<file path="config.mk">
export PLATFORM = sky130hd
export DESIGN_NAME = seq_generator
export DESIGN_NICKNAME = d
export VERILOG_FILES = /design/src/rtl/seq_generator.sv
export SDC_FILE = /design/constraint.sdc
export NUM_CORES = 1
export LEC_CHECK = 0
export BUFFER_PORTS_ARGS = -buffer_cell sky130_fd_sc_hd__buf_2
export CORE_AREA = 2 2 52 54
export CTS_BUF_LIST = sky130_fd_sc_hd__clkbuf_8
export DETAILED_ROUTE_END_ITERATION = 8
export DIE_AREA = 0 0 54 56
export GPL_TIMING_DRIVEN = 0
export PLACE_DENSITY_LB_ADDON = 0.3
export SKIP_LAST_GASP = 1
export SLEW_MARGIN = 20
export SYNTH_ARGS = -nofsm -noshare
export SYNTH_HDL_FRONTEND = slang
export SYNTH_SLANG_ARGS = --single-unit
</file>
<file path="constraint.sdc">
create_clock -name clk -period 4.7 [get_ports clk]
set_input_delay 0.94 -clock clk [delete_from_list [all_inputs] [get_ports clk]]
set_output_delay 0.94 -clock clk [all_outputs]
set_load 0.02 [all_outputs]
</file>
<file path="src/rtl/seq_generator.sv">
// Pattern serializer that drives a sequence detector under test.
// Sends a latched pattern MSB-first, reps times, with optional idle gaps.
module seq_generator #(
    parameter int PAT_W = 4,
    parameter int REP_W = 4,
    parameter int GAP_W = 4
) (
    input  logic             clk,
    input  logic             rst,
    input  logic             start,
    input  logic             abort,
    input  logic [PAT_W-1:0] pattern,
    input  logic [REP_W-1:0] reps,
    input  logic [GAP_W-1:0] gap,
    output logic             x,
    output logic             valid,
    output logic             frame,
    output logic             busy,
    output logic             done
);

    localparam int BW = (PAT_W > 1) ? $clog2(PAT_W) : 1;
    localparam logic [BW-1:0] MSB = BW'(PAT_W - 1);

    localparam logic [1:0] IDLE = 2'd0;
    localparam logic [1:0] SEND = 2'd1;
    localparam logic [1:0] GAP  = 2'd2;
    localparam logic [1:0] DONE = 2'd3;

    logic [1:0]       state_q, state_d;
    logic [PAT_W-1:0] pat_q, pat_d;
    logic [REP_W-1:0] rep_q, rep_d;
    logic [GAP_W-1:0] gap_q, gap_d;
    logic [GAP_W-1:0] gcnt_q, gcnt_d;
    logic [BW-1:0]    bit_q, bit_d;
    logic             x_q, x_d;
    logic             valid_q, valid_d;
    logic             frame_q, frame_d;
    logic             busy_q, busy_d;
    logic             done_q, done_d;

    // Output registers hold the values for the state being entered,
    // so x/valid/frame line up with the state one cycle after the edge.
    always_comb begin
        state_d = state_q;
        pat_d   = pat_q;
        rep_d   = rep_q;
        gap_d   = gap_q;
        gcnt_d  = gcnt_q;
        bit_d   = bit_q;
        x_d     = 1'b0;
        valid_d = 1'b0;
        frame_d = 1'b0;
        busy_d  = 1'b0;
        done_d  = 1'b0;
        if (abort) begin
            state_d = IDLE;
        end else begin
            unique case (state_q)
                IDLE: begin
                    if (start) begin
                        pat_d = pattern;
                        rep_d = reps;
                        gap_d = gap;
                        if (reps == '0) begin
                            state_d = DONE;
                            done_d  = 1'b1;
                        end else begin
                            state_d = SEND;
                            bit_d   = MSB;
                            x_d     = pattern[PAT_W-1];
                            valid_d = 1'b1;
                            frame_d = 1'b1;
                            busy_d  = 1'b1;
                        end
                    end
                end
                SEND: begin
                    busy_d = 1'b1;
                    if (bit_q != '0) begin
                        bit_d   = bit_q - 1'b1;
                        x_d     = pat_q[bit_q-1'b1];
                        valid_d = 1'b1;
                    end else if (rep_q > REP_W'(1)) begin
                        rep_d = rep_q - 1'b1;
                        if (gap_q == '0) begin
                            bit_d   = MSB;
                            x_d     = pat_q[PAT_W-1];
                            valid_d = 1'b1;
                            frame_d = 1'b1;
                        end else begin
                            state_d = GAP;
                            gcnt_d  = gap_q;
                        end
                    end else begin
                        rep_d   = '0;
                        state_d = DONE;
                        done_d  = 1'b1;
                        busy_d  = 1'b0;
                    end
                end
                GAP: begin
                    busy_d = 1'b1;
                    if (gcnt_q == GAP_W'(1)) begin
                        state_d = SEND;
                        bit_d   = MSB;
                        x_d     = pat_q[PAT_W-1];
                        valid_d = 1'b1;
                        frame_d = 1'b1;
                    end else begin
                        gcnt_d = gcnt_q - 1'b1;
                    end
                end
                DONE: begin
                    state_d = IDLE;
                end
                default: begin
                    state_d = IDLE;
                end
            endcase
        end
    end

    always_ff @(posedge clk) begin
        if (!rst) begin
            state_q <= IDLE;
            pat_q   <= '0;
            rep_q   <= '0;
            gap_q   <= '0;
            gcnt_q  <= '0;
            bit_q   <= '0;
            x_q     <= 1'b0;
            valid_q <= 1'b0;
            frame_q <= 1'b0;
            busy_q  <= 1'b0;
            done_q  <= 1'b0;
        end else begin
            state_q <= state_d;
            pat_q   <= pat_d;
            rep_q   <= rep_d;
            gap_q   <= gap_d;
            gcnt_q  <= gcnt_d;
            bit_q   <= bit_d;
            x_q     <= x_d;
            valid_q <= valid_d;
            frame_q <= frame_d;
            busy_q  <= busy_d;
            done_q  <= done_d;
        end
    end

    assign x     = x_q;
    assign valid = valid_q;
    assign frame = frame_q;
    assign busy  = busy_q;
    assign done  = done_q;

endmodule
</file>
# After elaboration in Yosys (flattened, before gate mapping)
# Index checks and enable logic that the tools add are counted.
# Widths: inputs -> output; s select.
[word_totals]
wordCells = 94
mem_count = 0
mem_bits_rw = 0
ff_bits = 25
romBits = 0
latch_bits = 0
[op_classes]
n_reduce_logical = 13
order_cmp = 2
muxes = 49
n_bitwise = 2
n_shift = 0
mul = 0
n_div = 0
addsub = 3
n_eq_ne = 14
[ops]
columns = ["op", "n"]
rows = [
  ["$mux 4", 7],
  ["$mux 2", 12],
  ["$mux 1", 20],
  ["$pmux 4 s2", 2],
  ["$ne 2x2->1 const B", 7],
  ["$pmux 1 s3", 4],
  ["$ne 3x3->1 const B", 3],
  ["$logic_not 4->1", 2],
  ["$pmux 2 s4", 1],
  ["$reduce_and 4->1", 2],
  ["$sub 4x1->4 const B", 2],
  ["$reduce_and 7->1", 1],
  ["$pmux 2 s3", 1],
  ["$reduce_and 6->1", 1],
  ["$reduce_bool 2->1", 3],
  ["$eq 2x2->1 const B", 2],
  ["$eq 4x1->1 const B", 1],
  ["$gt 4x1->1 const B", 1],
  ["$lt 2x3->1 const B", 1],
  ["$reduce_and 3->1", 1],
  ["$reduce_bool 3->1", 1],
  ["$bmux 1 s2", 1],
  ["$eq 2x1->1 const B", 1],
  ["$logic_not 2->1", 1],
  ["4 further kinds", 5],
]

# Depth between registers and ports, before layout
[depth]
ltp_word = 5
ltp_mapped = 7
ltp_nobuf = 7

# Worst setup path after synthesis
# Ideal clock, no wire load.
[synth_timing]
path_kind = "input -> register"
from = "input reps[1]"
to = "register frame_q, in the netlist frame"
slack_ns = 2.692
cell_stages = 5
n_path_buf = 0
setup_ns = 0.115
arrival_ns = 1.894
cell_sequence = "nor4_1 nor2b_1 and2_1 a31o_2 o21a_1"
[synth_via]
elab_chain_len = 4
[synth_lines]
columns = ["element", "line", "text"]
rows = [
  ["start, declared", "13", "input logic [REP_W-1:0] reps,"],
  ["$logic_not 4->1", "65", "if (reps == '0) begin"],
  ["$mux 1", "65", ""],
  ["$mux 1", "61", "if (start) begin"],
  ["$pmux 1 s3", "59", "unique case (state_q)"],
  ["end signal, assigned", "146", "frame_q <= frame_d;"],
  ["end, declared", "38", "logic frame_q, frame_d;"],
]
# No other way between the ends.
# A chain may end at the register's enable or synchronous reset.

# Worst setup path in the final report
# Same ends and word-level chain as after synthesis.

==> results.md <==
* Vias per cell at 5.84
* Min-Delay Endpoint: pat_q[1]
* Die width at 54 um
* Endpoint class of the critical path: flop
* Root buffer cell: clkbuf_8
* Syn avg cell area at 8.23 um^2
* Cell area after synthesis at 1420 um^2
* CTS Sinks at 25
* Slew Viols, Final at 0
* Pwr Density at 286 nW/um^2
* Total number of yosys warnings at 0
* Post-synth top area share at 35.3%
* Count of cell types in the netlist at 47
* Share of cells above drive strength 1 at 19.0%
* CTS buffer count at 3
* Fmax at 472 MHz
* Worst slew pin tran at 541 ps
* Clock-pin slew on the worst setup and hold paths at 90 ps
* Final Hold Fails at 0
* Vias in the first global route at 1265
* CP startpoint kind: input port
* Total gr overflow at 0
* HP Class: reg -> reg
* Area contributors post-synth: dfxtp_1 (35%), nand2_1 (8.2%), ha_1 (4.4%)
* Worst hold path stage count at 2
* Final worst path period share at 45.1%
* CP max FO at 4
* Startpoint of the worst hold path: pat_q[1]
* Status: complete, no violations
* Post-CTS Resized at 0
* First-pass GRT wire length at 5.29 mm
* Leakage at 0.647 nW
* Die span in y at 56 um
* Sequential element share of the synthesized area at 35.3%
* Maximum VDD drop at 204 uV
* CTS tree: built
* Post-route DRC at 0
* Core ar. at 2430 um^2
* Reg2Reg Setup Slack at 2810 ps
* Ys async rst share at 0%
* FILL cells at 217
* Maximum root-to-sink buffer count at 2
* Largest net degree at the start of global routing at 14
* Yosys top cell by area: dfxtp_1
* Post-synthesis register bit count at 25
* Tmin final at 2120 ps
* 1st-pass router iterations at 4
* R2R depth at 7
* Initial antenna violation count at 0
* Final hold slack at 465 ps
* Number of H-tree levels at 1
* I/O Buffers at 19
* Placer Congestion at 0.926
* Final HPWL DP at 2.37 mm
* Clk Latency, worst-skew pair at 270 ps
* CP required at 4870 ps
* Cts hold-fix bufs at 0
* Unrepaired setup endpoints after global routing: false
* Starting DRT DRC Count at 28
* Layout Skew at 3.65 ps
* Synth Net Count at 193
* Reg2reg start: gcnt_q[1]
* Max Cap Violations at 0
* Cells after Synth at 172
* Normalized max-slew margin at 63.9%
* ANT cells at 0
* Gr usage total at 23.2%
* Wirelength, routed at 3.18 mm
* Area grow syn2layout at 12.5%
* Capturing point of the worst reg2reg path: gcnt_q[1]
* Postcts setup bufs at 0
* Std cell rows at 18
* Post-DRT Antenna Nets at 0
* Vias at 1315
* Wirelength per Cell at 14.1 um
* Die area at 3020 um^2
* Tot Pwr at 0.000456 W
* Most used DFF post-synth: dfxtp_1
* Setup violators final at 0
* Crit path DAT at 2290 ps
* Setup TNS at 0 ps
* Critical path type: in -> reg
* Ports at 21
* Final Net Count at 217
* EDFF count, synth at 0
* Initial core utilization at 58.2%
[synth_stat cells (all sizes together) (2+ instances only)]
cell type,instances
nor2,14
a31oi,2
nor3,7
nand2b,5
nor2b,4
buf,3
dfxtp,25
o21ai,11
a21oi,7
clkbuf,6
o41ai,2
o311ai,2
o21bai,2
o211ai,2
nor4,2
o21a,4
nand2,31
ha,5
o211a,2
inv,9
a21boi,9
[worst max-delay path: stages]
cell     delay (ps)
buf_2           100
nor4_1          450
nor2b_1         190
and2_1          220
a31o_2          220
o21a_1          170
[metrics by stage]
stage	utilization, %	cell area [um^2]	instances	setup WS [ps]
final	65.5	1590	225	2580
after global routing	65.5	1590	225	2540
after CTS	65.5	1590	225	2570
after detailed placement	63.7	1550	221	2280
after global placement	63.7	1550	221	2420
after floorplan	-	1420	172	2690
[where the power goes]
group / total (W) / switching [W] / internal (W)
sequential: 0.000231 / 0.00000859 / 0.000222
clock: 0.000128 / 0.0000689 / 0.0000586
combinational: 0.0000976 / 0.0000585 / 0.0000391
total: 0.000456 / 0.000136 / 0.000320
[how the worst max path moves through the flow]
stage | to | cells after the start | slack, ps | start
after floorplan | frame | 5 | 2690 | reps[1]
after global placement | frame | 6 | 2420 | reps[1]
after detailed placement | frame | 6 | 2280 | reps[1]
after CTS | frame | 6 | 2570 | reps[1]
after global routing | frame | 6 | 2540 | reps[1]
final | frame | 6 | 2580 | reps[1]
[sequential cells by signal, indices dropped and copies added, names as in the netlist, 2 cells and up]
signal and count:
bit_q 2, gap_q 4, gcnt_q 4, pat_q 4
rep_q 4, state_q 2
[per-layer routing]
layer / track usage, % / share of wire (%) / vias up
met5: 0 / 0 / -
met4: 10.0 / 1.4 / 0
met3: 3.76 / 5.4 / 5
met2: 40.1 / 50 / 50
met1: 27.2 / 43 / 610
li1: - / - / 650
[cell type report]
cell class              count  area, um^2  share of cell area (%)
plain buffers               9        40.0                    2.51
flip-flops and latches     25         500                    31.4
repair buffers             19        95.1                    5.97
inverters                   9        33.8                    2.12
clock inverters             1        3.75                   0.235
multi-input cells         129         842                    52.8
well taps                  30        37.5                    2.35
clock buffers               3        41.3                    2.59
[cells by family (layout without fill, tap and decap cells)]
family | count (synthesis) | after routing | synth area share [%]
XOR/XNOR | 1 | 1 | 0.618
AO/OA/AOI/OAI | 54 | 54 | 29.5
multiplexers | 2 | 2 | 2.30
AND/OR/NAND/NOR | 67 | 67 | 22.6
buffers and inverters | 18 | 41 | 5.21
adder cells (fa/ha/maj) | 5 | 5 | 4.42
flip-flops | 25 | 25 | 35.3
[layout by cell type (no fill, tap or decap), types with 2 or more instances in the layout]
master / synthesis / final
clkbuf_8: 0 / 3
nor2b_1: 4 / 4
o21a_1: 4 / 4
a21oi_1: 6 / 6
inv_1: 9 / 10
nor3_1: 6 / 6
nor2_1: 13 / 13
o211ai_1: 2 / 2
o21bai_1: 2 / 2
buf_2: 2 / 21
ha_1: 5 / 5
dfxtp_1: 25 / 25
a21boi_0: 8 / 8
nand2b_1: 5 / 5
o21ai_0: 10 / 10
o311ai_0: 2 / 2
clkbuf_1: 6 / 6
o211a_1: 2 / 2
o41ai_1: 2 / 2
nand2_1: 31 / 31
(Power assumes the default switching activity.)
